--- src/rtl/morse_pkg.sv ---
`default_nettype none
// ============================================================================
// Module      : morse_pkg
// Description : Shared morse definitions for the player blocks: 2-bit symbol
//               codes, entry state encoding and key-press timing.
// Revision    : 1.0 - initial release
// ============================================================================
package morse_pkg;

  // Symbol codes, 2 bits per symbol
  localparam logic [1:0] SYM_EMPTY = 2'b00;
  localparam logic [1:0] SYM_DOT   = 2'b01;
  localparam logic [1:0] SYM_LINE  = 2'b11;

  // A key press held for at least this many clock cycles decodes as a line;
  // anything shorter is a dot.
  localparam int LINE_CYCLES = 3;

  // Player entry state machine
  typedef enum logic [0:0] {
    ST_ENTRY  = 1'b0,
    ST_LOCKED = 1'b1
  } entry_state_e;

endpackage : morse_pkg
`default_nettype wire

--- src/rtl/morse_decoder.sv ---
`default_nettype none
// ============================================================================
// Module      : morse_decoder
// Description : Times each key press and emits a one-cycle ld_dot or ld_line
//               strobe in the cycle after the key is released.
// Revision    : 1.0 - initial release
// ============================================================================
module morse_decoder
  import morse_pkg::*;
(
  input  logic clock,
  input  logic resetn,
  input  logic user_input,
  output logic ld_dot,
  output logic ld_line
);

  localparam int LW = $clog2(LINE_CYCLES + 1);
  localparam logic [LW-1:0] LEN_LINE = LW'(LINE_CYCLES);

  logic          key_q;
  logic [LW-1:0] len_q;
  logic [LW-1:0] len_d;
  logic          release_w;
  logic          dot_q;
  logic          line_q;

  assign release_w = key_q & ~user_input;

  // Press length saturates once a line is certain, keeping the counter narrow
  always_comb begin
    len_d = '0;
    if (user_input) begin
      len_d = (len_q == LEN_LINE) ? len_q : len_q + LW'(1);
    end
  end

  // Key level history, press length and registered classification strobes
  always_ff @(posedge clock or negedge resetn) begin
    if (!resetn) begin
      key_q  <= 1'b0;
      len_q  <= '0;
      dot_q  <= 1'b0;
      line_q <= 1'b0;
    end else begin
      key_q  <= user_input;
      len_q  <= len_d;
      dot_q  <= release_w & (len_q <  LEN_LINE);
      line_q <= release_w & (len_q >= LEN_LINE);
    end
  end

  assign ld_dot  = dot_q;
  assign ld_line = line_q;

endmodule : morse_decoder
`default_nettype wire

--- src/rtl/player_entry.sv ---
`default_nettype none
// ============================================================================
// Module      : player_entry
// Description : Collects decoded morse symbols into characters and commits
//               them into a packed slot array; locks after a done press.
// Revision    : 1.0 - initial release
// ============================================================================
module player_entry
  import morse_pkg::*;
#(
  parameter int SYMBOLS = 5,
  parameter int CHARS   = 4
) (
  input  logic                         clock,
  input  logic                         resetn,
  input  logic                         user_input,
  input  logic                         next_input,
  input  logic                         done_input,
  output logic [2*SYMBOLS*CHARS-1:0]   q,
  output logic [2*SYMBOLS-1:0]         cur,
  output logic [$clog2(SYMBOLS+1)-1:0] sym_count,
  output logic [$clog2(CHARS+1)-1:0]   char_count,
  output logic                         locked,
  output logic                         err
);

  localparam int CW  = 2 * SYMBOLS;
  localparam int SCW = $clog2(SYMBOLS + 1);
  localparam int CCW = $clog2(CHARS + 1);
  localparam logic [SCW-1:0] SYM_FULL  = SCW'(SYMBOLS);
  localparam logic [CCW-1:0] CHAR_FULL = CCW'(CHARS);

  entry_state_e         state_q, state_d;
  logic [CW*CHARS-1:0]  q_q, q_d;
  logic [CW-1:0]        cur_q, cur_d, cur_a;
  logic [SCW-1:0]       sym_q, sym_d, sym_a;
  logic [CCW-1:0]       char_q, char_d;
  logic                 err_q, err_d;
  logic                 next_q, done_q;
  logic                 arm_q;

  logic                 ld_dot, ld_line;
  logic                 sym_valid_w;
  logic [1:0]           code_w;
  logic                 next_edge_w, done_edge_w;

  morse_decoder u_decoder (
    .clock      (clock),
    .resetn     (resetn),
    .user_input (user_input),
    .ld_dot     (ld_dot),
    .ld_line    (ld_line)
  );

  // Line wins when both strobes fire together
  assign sym_valid_w = ld_dot | ld_line;
  assign code_w      = ld_line ? SYM_LINE : SYM_DOT;

  // arm_q masks the first cycle after reset so a button held through reset
  // is absorbed into the edge register instead of acting as a press
  assign next_edge_w = arm_q & next_input & ~next_q;
  assign done_edge_w = arm_q & done_input & ~done_q;

  // Next-state: append any symbol first, then commit on next/done edge
  always_comb begin
    state_d = state_q;
    q_d     = q_q;
    cur_d   = cur_q;
    sym_d   = sym_q;
    char_d  = char_q;
    err_d   = err_q;
    cur_a   = cur_q;
    sym_a   = sym_q;

    if (state_q == ST_ENTRY) begin
      if (sym_valid_w) begin
        if (sym_q == SYM_FULL) begin
          err_d = 1'b1;
        end else begin
          cur_a = {cur_q[CW-3:0], code_w};
          sym_a = sym_q + SCW'(1);
        end
      end

      cur_d = cur_a;
      sym_d = sym_a;

      // A simultaneous next and done still commit exactly once
      if ((next_edge_w || done_edge_w) && (sym_a != '0)) begin
        if (char_q != CHAR_FULL) begin
          for (int i = 0; i < CHARS; i++) begin
            if (char_q == CCW'(i)) begin
              q_d[i*CW +: CW] = cur_a;
            end
          end
          char_d = char_q + CCW'(1);
        end else begin
          err_d = 1'b1;
        end
        cur_d = '0;
        sym_d = '0;
      end

      if (done_edge_w) begin
        state_d = ST_LOCKED;
      end
    end
  end

  // State and storage registers
  always_ff @(posedge clock or negedge resetn) begin
    if (!resetn) begin
      state_q <= ST_ENTRY;
      q_q     <= '0;
      cur_q   <= '0;
      sym_q   <= '0;
      char_q  <= '0;
      err_q   <= 1'b0;
      next_q  <= 1'b0;
      done_q  <= 1'b0;
      arm_q   <= 1'b0;
    end else begin
      state_q <= state_d;
      q_q     <= q_d;
      cur_q   <= cur_d;
      sym_q   <= sym_d;
      char_q  <= char_d;
      err_q   <= err_d;
      next_q  <= next_input;
      done_q  <= done_input;
      arm_q   <= 1'b1;
    end
  end

  assign q          = q_q;
  assign cur        = cur_q;
  assign sym_count  = sym_q;
  assign char_count = char_q;
  assign err        = err_q;
  assign locked     = (state_q == ST_LOCKED);

endmodule : player_entry
`default_nettype wire

--- config.mk ---
export PLATFORM = sky130hd
export DESIGN_NAME = player_entry
export DESIGN_NICKNAME = d
export VERILOG_FILES = /design/src/rtl/morse_pkg.sv /design/src/rtl/morse_decoder.sv /design/src/rtl/player_entry.sv
export SDC_FILE = /design/constraint.sdc
export NUM_CORES = 1
export LEC_CHECK = 0
export ABC_AREA = 1
export BUFFER_PORTS_ARGS = -buffer_cell sky130_fd_sc_hd__buf_4
export CORE_ASPECT_RATIO = 1.1
export CORE_MARGIN = 3
export CORE_UTILIZATION = 45
export DETAILED_ROUTE_END_ITERATION = 7
export PLACE_DENSITY = 0.67
export SLEW_MARGIN = 20
export SYNTH_ARGS = -nofsm -noshare
export SYNTH_HDL_FRONTEND = slang
export SYNTH_SLANG_ARGS = --single-unit
--- constraint.sdc ---
create_clock -name clock -period 1.75 [get_ports clock]
set_input_delay 0.35 -clock clock [delete_from_list [all_inputs] [get_ports clock]]
set_output_delay 0.35 -clock clock [all_outputs]
set_load 0.05 [all_outputs]
* Word-level counts from Yosys, hierarchy flattened
Cells that the tools add are included.
** Word-level totals
- Input port bits :: 5
- Output and inout port bits :: 58
- Logic and storage cells :: 65
- Register bits :: 66
** Cells by class
- Bitwise gates (word level) :: 12
- $lt $le $gt $ge :: 2
- $add $sub $neg :: 3
- Mux-type cells :: 16
- Equal/unequal tests :: 7
- Reductions and logical operators :: 9
** Operators by type and width (count)
- $mux 10 :: 3
- $reduce_and 4->1 :: 4
- $mux 3 :: 4
- $and 1x1->1 :: 7
- $add 3x1->3 const B :: 2
- $eq 3x2->1 const B :: 2
- $mux 1 :: 6
- $mux 2 :: 3
- $not 1->1 :: 4
- $eq 3x1->1 const B :: 1
- $eq 3x3->1 const B :: 1
- $logic_not 3->1 :: 1
- $ne 3x3->1 const B :: 1
- $reduce_and 3->1 :: 1
- $reduce_bool 3->1 :: 1
- $add 2x1->2 const B :: 1
- $eq 2x2->1 const B :: 1
- $ge 2x2->1 const B :: 1
- $lt 2x2->1 const B :: 1
- $ne 2x2->1 const B :: 1
- $logic_and 1x1->1 :: 1
- $logic_or 1x1->1 :: 1
- $or 1x1->1 :: 1

* Longest topological paths before layout
- Depth after elaboration :: 7
- Mapped depth :: 12

* Modules after synthesis
Synthesis repeated with hierarchy kept, for this count alone.
** Unflattened totals
- Cells, all modules :: 339
- Area total of the unflattened synthesis :: 3069.2 µm²
** Modules (own cells, without submodules)
- player_entry :: sequential area each 1526.5 µm², instances 1, area each 2881.5 µm², cells an instance 321
- morse_decoder :: sequential area each 125.1 µm², instances 1, area each 187.7 µm², cells an instance 18

* Least setup slack after synthesis
OpenSTA, ideal clock, no wires.
- Kind :: flip-flop to flip-flop
- Start point :: register sym_q[1] (netlist: sym_count[1])
- End point :: register q_q[30] (netlist: q[30])
- Buffers on the path :: 1
- Arrival time :: 1.847 ns
- Stages on the path, launching flop included :: 12
- Library setup time :: 0.119 ns
- Slack :: -0.215 ns
- Cell sequence :: dfrtp_1 > inv_1 > ha_1 > nand2_2 > nand3_1 > nand2_2 > nand2_2 > nor2_4 > nor2_8 > buf_6 > nand4_1 > nand2_1
** On the way
- Word-level cells in the longest chain between the ends :: 7
** RTL lines
- start, declared :: line player_entry.sv:36 : logic [SCW-1:0] sym_q, sym_d, sym_a;
- start signal, assigned :: line player_entry.sv:126 : sym_q <= sym_d;
- $add 3x1->3 or $eq 3x3->1 (tied branches) :: line player_entry.sv:81, player_entry.sv:77
- $mux 3 :: line player_entry.sv:77 : if (sym_q == SYM_FULL) begin
- $mux 3 :: line player_entry.sv:76 : if (sym_valid_w) begin
- $mux 3 :: line player_entry.sv:75 : if (state_q == ST_ENTRY) begin
- $reduce_bool 3->1 :: line player_entry.sv:89 : if ((next_edge_w || done_edge_w) && (sym_a != '0)) begin
- $logic_and 1x1->1 :: line player_entry.sv:89
- $reduce_and 4->1 (no line)
- end signal, assigned :: line player_entry.sv:124 : q_q <= q_d;
- end, declared :: line player_entry.sv:34 : logic [CW*CHARS-1:0] q_q, q_d;
Several ways; a longest one is shown, not always the timed one. The select of a mux whose other input is x is not followed.
A chain may end at the register's enable or synchronous reset.

* Worst setup path after layout
- Start point :: register sym_q[0] (netlist: sym_count[0])
- End point :: register q_q[23] (netlist: q[23])
Same word-level chain as after synthesis.

==> results.toml <==
[run_status]
status = "finished, violations left"
violations = "negative setup slack"

[grt]
grt_usage = 0.2227
overflow = 0
grt_max_degree = 41
use_met1 = 0.2935
use_met3 = 0.05249
top_usage_layer = "met2"
grt_pass1_wl_um = 13720
antenna_found_initial = 0
grt_pass1_vias = 2642
met2_usage = 0.3659

[synth]
ys_top_cells_by_area = "dfrtp_1 53%, nand2_1 13%, nand4_1 8.9%, ha_1 3.2%, inv_1 2.7%"
synth_nets = 350
syn_avg_cell_area_sq_um = 9.178
ys_seq_area_frac = 0.5340
synth_area_sq_um = 3093
synth.distinct_cells = 28
synth-seq-cells = 66
netlist_instances = 337
yosys.area.top_type = "dfrtp_1"
synth_warnings = 0
yosysTopAreaCellShare = 0.5340

[die]
die_height_um = 92.95
boundaryPins = 63
start_util = 0.4663
core_area_sq_um = 6633
rows = 31
design.die.area_sq_um = 7905
die_w_um = 85.05

[worst_setup_path]
crit_slowest_cell = "dfrtp_2"
critPathKind = "reg -> reg"
rr_worst_depth = 11
crit_fanout = 5
endpoint_kind = "flop"
worstPathRequired_ns = 2.04
crit_chain = "ha_4 > nand2_4 > o21ai_4 > nand2_2 > nand2_4 > nand2_4 > nor2_4 > buf_12 > nor2_2 > nand4_1 > nand2_1"
cp_common_cell = "nand2_4"
critPathArrivalTime_ns = 2.05
cp-start-kind = "flop"
slowest_delay_ns = 0.44

[layout]
drive_above_1_share = 0.3687
final_core_util = 0.6493
most-common-layout-cells = "101 x nand2_1, 80 x buf_4, 64 x dfrtp_1"
final_common_cell = "nand2_1"
nFillCells = 543
antenna_cells = 0
area_delta_synth_final_pct = 39.24
finalNetCount = 442
final_cell_area_sq_um = 4307

[clocking]
cts_htree_levels = 3
ctsLongestPathBuffers = 2
cts.clk_slew.worst_paths_ns = 0.08
insertion_delay_ns = 0.34
cts_tree = "yes"
cts_root_buf = "clkbuf_8"
cts.sinks = 66
numCtsBuffers = 9

[detailed_routing]
postRouteAntennaNets = 0
wl_per_cell_um = 17.65
drc_errors = 0
drt_first_pass_iters = 7
via_per_inst = 5.616
finalWirelength_um = 9109
vias = 2898
first_iter_violations = 284

[power]
p_total_mw = 3.337
ir_drop_v = 0.0005297
p_leak_nw = 2.245
p_per_area_nw_per_um2 = 774.9

[worst_hold_path]
min_path_cells = 1
min_path_type = "in -> reg"

[sta]
max_clock_freq_mhz = 566.7
fin_skew_ns = 0.01269
worstMarginPinSlew_ns = 0.5428
rsz0062_at_grt = "yes"
setup_tns_ns = -0.04637
max_slew_margin = 0.6368
maxSlewViolCount = 0
period_minus_slack_ns = 1.765
hold_viol = 0
fin_ws_ns = -0.01466
fin_crit_sh = 1.008
setup_violations = 6

[placement]
dp_hpwl_um = 5242
gp_congestion = 0.7591
port_buffers = 62
place_area_sq_um = 3711

[job]
drv_cap = 0
==> layout make-up <==
class | instances | area, sq um | share of cell area
clock buffer | 12 | 155.1 | 0.03603
clock inverter | 4 | 73.82 | 0.01714
inverter | 27 | 103.9 | 0.02411
multi-input combinational | 237 | 1501 | 0.3486
sequential | 66 | 1654 | 0.3841
tap | 82 | 102.6 | 0.02382
timing repair buffer | 88 | 715.7 | 0.1662
==> metrics by stage <==
stage	cells	hold WS, ns	worst slack (ns)
6_report	516	0.1266	-0.01466
3_3_place_gp	480	0.2919	-0.07551
5_1_grt	516	0.1175	-0.09040
3_5_place_dp	480	0.2926	-0.1613
2_1_floorplan	337	0.05441	-0.006330
4_1_cts	500	0.1162	-0.02099
==> logic make-up after synthesis <==
group                    share of synthesized area
flip-flops                                  0.5340
other                                     0.001212
AND/OR/NAND/NOR                             0.3078
buffers and inverters                      0.06836
adder cells (fa/ha/maj)                    0.03236
AO/OA/AOI/OAI                              0.05623
==> synth_stat cells <==
cell type and instances:
a21oi_1 1, a21oi_2 1, a31oi_1 1, buf_1 5, buf_2 1, buf_6 6
clkbuf_1 5, conb_1 1, dfrtp_1 66, ha_1 8, inv_1 22, inv_2 5
nand2_1 109, nand2_2 9, nand3_1 13, nand3_4 1, nand3b_1 2, nand4_1 44
nand4_2 4, nor2_1 6, nor2_4 1, nor2_8 1, nor3_1 2, o21ai_0 4
o21ai_1 9, o21ai_2 8, o22ai_1 1, o22ai_2 1
==> worst max-delay path, delay by kind of cell (launching register included) <==
family	cells	cell delay, ns
buf+inv	1	0.13
simple gates	8	0.87
fa+ha+maj	1	0.18
compound gates	1	0.07
flops	1	0.44
==> path summary, 6_finish.rpt <==
| path | startpoint | endpoint | slack, ns |
|---|---|---|---|
| min reg2reg | q[26] | q[26] | 0.48 |
| min | done_input | done_q | 0.13 |
| max in group asynchronous | resetn | sym_count[0] | 0.73 |
| max reg2reg | sym_count[0] | q[23] | -0.01 |
| max | sym_count[0] | q[23] | -0.01 |
| min in group asynchronous | resetn | q[25] | 0.46 |
==> registers in the layout (all words and copies together), names as in the netlist <==
register	count
arm_q	1
char_count	3
cur	10
done_q	1
err	1
locked	1
next_q	1
q	40
sym_count	3
u_decoder.key_q	1
u_decoder.ld_dot	1
u_decoder.ld_line	1
u_decoder.len_q	2
==> per-layer routing <==
layer | wire [um] | share of wire | vias up
li1 | - | - | 1347
met1 | 3655 | 0.40 | 1390
met2 | 4603 | 0.51 | 139
met3 | 681 | 0.075 | 22
met4 | 168 | 0.018 | 0
met5 | 0 | 0 | -
==> power by group <==
part,switching (mW),leakage [nW],internal (mW)
clock network,0.601,0.117,0.881
logic,0.212,1.29,0.0930
registers,0.0101,0.836,1.54
total,0.823,2.25,2.51
==> what timing repair did <==
item | in CTS | in global routing
resized for setup | 5 | 27
pin swaps | 3 | 19
hold buffers | 1 | 0
gates cloned | 3 | 7
buffers inserted | 0 | 9
setup endpoints to repair | 46 | 49
hold endpoints to repair | 26 | 0
No activity file was read; power rests on OpenSTA's default activity.
